File: src/rtl/gs_matrix_loader.sv
// Matrix loader: packs w-bit words into l-bit rows, writes k rows,
// then hands the RAM port to gs_elim_ctrl and waits for its done.
module gs_matrix_loader #(
  parameter int k = 6,
  parameter int l = 4,
  parameter int w = 2
) (
  input  logic                 clk,
  input  logic                 rst_b,
  input  logic                 load_start,
  input  logic                 in_valid,
  input  logic [w-1:0]         in_data,
  output logic                 in_ready,
  output logic                 mem_own,
  output logic [$clog2(k)-1:0] mem_addr,
  output logic [l-1:0]         mem_din,
  output logic                 mem_we,
  output logic                 ge_start,
  input  logic                 ge_done,
  output logic                 busy,
  output logic                 done
);

  localparam int BEATS = l / w;
  localparam int BW = (BEATS > 1) ? $clog2(BEATS) : 1;
  localparam int RW = $clog2(k + 1);
  localparam int AW = $clog2(k);
  localparam logic [BW-1:0] BEAT_LAST = BW'(BEATS - 1);
  localparam logic [RW-1:0] ROW_LAST = RW'(k - 1);

  typedef enum logic [2:0] {
    S_IDLE,
    S_LOAD,
    S_FLUSH,
    S_KICK,
    S_WAIT,
    S_FIN
  } state_t;

  state_t state_q, state_d;

  logic [BW-1:0] beat_q;
  logic [RW-1:0] row_q;
  logic [l-1:0]  shift_q;
  logic [l-1:0]  row_nxt;
  logic          hs;
  logic          row_end;

  assign hs      = in_valid & (state_q == S_LOAD);
  assign row_end = hs & (beat_q == BEAT_LAST);

  // With one beat per row the incoming word is the whole row.
  generate
    if (BEATS == 1) begin : g_one
      assign row_nxt = in_data;
    end else begin : g_multi
      assign row_nxt = {shift_q[l-w-1:0], in_data};
    end
  endgenerate

  // State register.
  always_ff @(posedge clk or negedge rst_b) begin
    if (!rst_b) state_q <= S_IDLE;
    else        state_q <= state_d;
  end

  // Next state and state-decoded handshake/ownership outputs.
  always_comb begin
    state_d  = state_q;
    in_ready = 1'b0;
    mem_own  = 1'b0;
    busy     = (state_q != S_IDLE);
    unique case (state_q)
      S_IDLE: begin
        if (load_start) state_d = S_LOAD;
      end
      S_LOAD: begin
        in_ready = 1'b1;
        mem_own  = 1'b1;
        if (row_end && row_q == ROW_LAST)
          state_d = S_FLUSH;
      end
      S_FLUSH: begin
        mem_own = 1'b1;
        state_d = S_KICK;
      end
      S_KICK: state_d = S_WAIT;
      S_WAIT: begin
        if (ge_done) state_d = S_FIN;
      end
      S_FIN: state_d = S_IDLE;
      default: state_d = S_IDLE;
    endcase
  end

  // Beat/row counters and the row shift register.
  always_ff @(posedge clk or negedge rst_b) begin
    if (!rst_b) begin
      beat_q  <= '0;
      row_q   <= '0;
      shift_q <= '0;
    end else begin
      if (state_q == S_IDLE && load_start) begin
        beat_q <= '0;
        row_q  <= '0;
      end
      if (hs) begin
        shift_q <= row_nxt;
        if (beat_q == BEAT_LAST) begin
          beat_q <= '0;
          row_q  <= row_q + 1'b1;
        end else begin
          beat_q <= beat_q + 1'b1;
        end
      end
    end
  end

  // Registered RAM write port and controller pulses.
  always_ff @(posedge clk or negedge rst_b) begin
    if (!rst_b) begin
      mem_we   <= 1'b0;
      mem_addr <= '0;
      mem_din  <= '0;
      ge_start <= 1'b0;
      done     <= 1'b0;
    end else begin
      mem_we   <= row_end;
      ge_start <= (state_q == S_FLUSH);
      done     <= (state_q == S_WAIT) & ge_done;
      if (row_end) begin
        mem_addr <= row_q[AW-1:0];
        mem_din  <= row_nxt;
      end
    end
  end

endmodule
File: config.mk
export PLATFORM = sky130hd
export DESIGN_NAME = gs_matrix_loader
export DESIGN_NICKNAME = d
export VERILOG_FILES = /design/src/rtl/gs_matrix_loader.sv
export SDC_FILE = /design/constraint.sdc
export NUM_CORES = 1
export LEC_CHECK = 0
export CAP_MARGIN = 20
export CORE_UTILIZATION = 53
export CTS_BUF_LIST = sky130_fd_sc_hd__clkbuf_8 sky130_fd_sc_hd__clkbuf_16
export CTS_CLUSTER_DIAMETER = 80
export DETAILED_ROUTE_END_ITERATION = 10
export DONT_BUFFER_PORTS = 1
export PLACE_DENSITY = 0.75
export SETUP_SLACK_MARGIN = 0.02
export SLEW_MARGIN = 30
export SYNTH_ARGS = -nofsm -noshare
export SYNTH_HDL_FRONTEND = slang
export SYNTH_SLANG_ARGS = --single-unit
export TNS_END_PERCENT = 50
File: constraint.sdc
create_clock -name clk -period 4.9 [get_ports clk]
set_input_delay 0.735 -clock clk [delete_from_list [all_inputs] [get_ports clk]]
set_output_delay 0.735 -clock clk [all_outputs]
set_load 0.01 [all_outputs]
==> impl_metrics.ini <==
[cells_and_area]
drive_gt1_share_pct = 24.24
instances_no_fill = 81
num-fill-cells = 107
area_growth_pct = 7.385
nNetsFinal = 76
final_common_cell = dfrtp_1
layout_common_cells = dfrtp_1, mux2_2, nand2_1
final_cell_area_sq_um = 873.3
antenna_cells = 0
post-route-util_pct = 63.92

[power_and_ir_drop]
leakage_nw = 0.4006
comb_power_share_pct = 27.5
powerDensity_nw_per_um2 = 604.3
max-vdd-ir-drop_uv = 344.4
p_sw_uw = 178.9
p_int_uw = 348.8
p_seq_share_pct = 52.7
swShare_pct = 33.90
p_clk_share_pct = 19.9

[timing]
hold_ws_ps = 171.3
rsz0062_at_grt = no
min_period_ps = 2094
setup_viol = 0
hold_viol_final = 0
drv_slew = 0
setup-tns-final_ps = 0
tightest_slew_ps = 277.7
fmax_mhz = 477.5
fin_skew_ps = 3.355
fin_crit_sh_pct = 42.74
max_slew_margin_pct = 81.49

[logic_synthesis]
yosysWarnings = 0
syn-mean-instance-area_sq_um = 12.91
synth_cells = 63
syn_nets = 72
yosysSeqAreaShare_pct = 58.46
synth-seq-cells = 19
synth.distinct_cells = 24
synth_area_sq_um = 813.3

[critical_path]
start_kind = flop
crit_slowest_cell = dfrtp_1
path_cells = or3b_4 -> inv_1
criticalPathCategory = reg -> out
end_kind = output pin
crit_path_max_fanout = 11
cp.required_ps = 4160
worst_ep_arrival_time_ps = 1360
critPathMaxStageDelay_ps = 480

[placed_design]
io_buffers = 0
gp_congestion = 0.6437
postPlaceCellArea_sq_um = 827.0
dp_hpwl_microns = 900.4
numPlacedInstances = 77

[floorplanning]
ios = 20
start_util_pct = 59.52
die_h_microns = 41.17
dieArea_sq_um = 1695
die_w_microns = 41.17
core.rowCount = 13
core-area_sq_um = 1366

[clocking]
cts_tree = built
cts_resized = 0
clock_tree.root_cell = clkbuf_8
clock_latency_ps = 250
postCtsHoldBufs = 0
clock-sinks = 19
post_cts_buffers = 0
cts_max_path_buffers = 2
cts_max_level = 1
cts_buffers = 3
clkTransAtPathRegs_ps = 70

[drt]
via_per_inst = 5.938
dr.pass1.iters = 1
wl_microns = 1211
antenna_left = 0
wl_per_cell_microns = 14.95
drtIter0Drc = 0
vias = 481
drc = 0

[run_status]
status = finished, final reports clean

[global_route]
grt_max_degree = 20
grt_pass1_vias = 419
grtUsageTotal_pct = 16.04
grt_first_pass_wirelength_microns = 1669
antenna_found_initial = 0
grt_overflow = 0

[flow_run]
cap_violations = 0

[min_path]
hold_path.class = in -> async
metrics by stage:
step	power (mW)	worst slack [ps]
after floorplan	0.3989	3191
after global placement	0.4217	3118
after detailed placement	0.4306	3077
after CTS	0.5361	2804
after global routing	0.5643	2763
final	0.5277	2806
area by class of cell:
type / count / area (sq um) / share of cell area (%)
clock buffers: 3 / 41.29 / 4.728
clock inverters: 1 / 5.005 / 0.5731
inverters: 2 / 7.507 / 0.8596
multi-input cells: 41 / 325.3 / 37.25
flip-flops and latches: 19 / 475.5 / 54.44
well taps: 15 / 18.77 / 2.149
cell families (layout without fill, tap and decap cells):
kind of cell,count (synthesis),in the layout,share of synthesized area [%]
AND/OR/NAND/NOR,21,21,16.31
flip-flops,19,19,58.46
buffers and inverters,3,6,1.538
AO/OA/AOI/OAI,7,7,5.693
multiplexers,11,11,14.92
adder cells (fa/ha/maj),2,2,3.076
power by group through the flow:
stage                     logic [mW]  clock network (mW)  registers, mW
after floorplan                0.131                   0          0.268
after global placement         0.143                   0          0.278
after detailed placement       0.148                   0          0.283
after CTS                      0.148               0.109          0.279
after global routing           0.162               0.114          0.288
final                          0.145               0.105          0.278
path summary, 6_finish.rpt:
check,slack [ps],end,start,depth (start not counted)
min in group clk,510,mem_din[3]$_DFFE_PN0P_,shift_q[1]$_DFFE_PN0N_,1
max in group asynchronous,4660,mem_din[1]$_DFFE_PN0P_,rst_b,0
setup reg to reg,3250,mem_din[2]$_DFFE_PN0P_,state_q[2]$_DFFE_PN0P_,3
setup / recovery,2810,in_ready,state_q[2]$_DFFE_PN0P_,2
hold reg to reg,510,mem_din[3]$_DFFE_PN0P_,shift_q[1]$_DFFE_PN0N_,1
hold / removal,170,ge_start$_DFF_PN0_,rst_b,0
sequential cells by signal, summed over array words and instances (netlist names):
signal	cells
shift_q	2
row_q	3
mem_addr	3
mem_we	1
done	1
ge_start	1
beat_q	1
mem_din	4
state_q	3
worst max-delay path: cells and delay by family (launching register included):
family | cells | cell delay [ps]
AND/OR/NAND/NOR | 1 | 480
flip-flops | 1 | 480
buffers and inverters | 1 | 150
routing by layer:
layer  wire [microns]  part of all wire [%]  up-vias  track usage [%]
li1                 -                     -      230                -
met1              524                    43      234            20.00
met2              610                    50       13            25.00
met3               56                   4.6        4            3.804
met4               19                   1.6        0            9.677
met5                0                     0        -                0
Yosys cell counts:
master | n | area [sq um]
a211o_1 | 1 | 8.760
nand4bb_1 | 1 | 11.26
or3b_4 | 1 | 11.26
nand3_1 | 2 | 10.01
o211ai_1 | 1 | 7.510
nor3_1 | 1 | 5.000
nor2_8 | 1 | 20.02
o31ai_1 | 1 | 7.510
nor2_1 | 4 | 15.01
o21ai_0 | 2 | 10.01
or4b_2 | 1 | 10.01
a21oi_1 | 1 | 5.000
mux2_2 | 9 | 101.4
nand4_1 | 1 | 6.260
o21a_1 | 1 | 7.510
and3_1 | 1 | 6.260
nand2b_1 | 2 | 12.51
or3_1 | 1 | 6.260
ha_1 | 2 | 25.02
dfrtp_1 | 19 | 475.5
buf_2 | 1 | 5.000
mux2i_1 | 2 | 20.02
nand2_1 | 5 | 18.77
inv_1 | 2 | 7.510
Power figures use the tool's default switching activity.
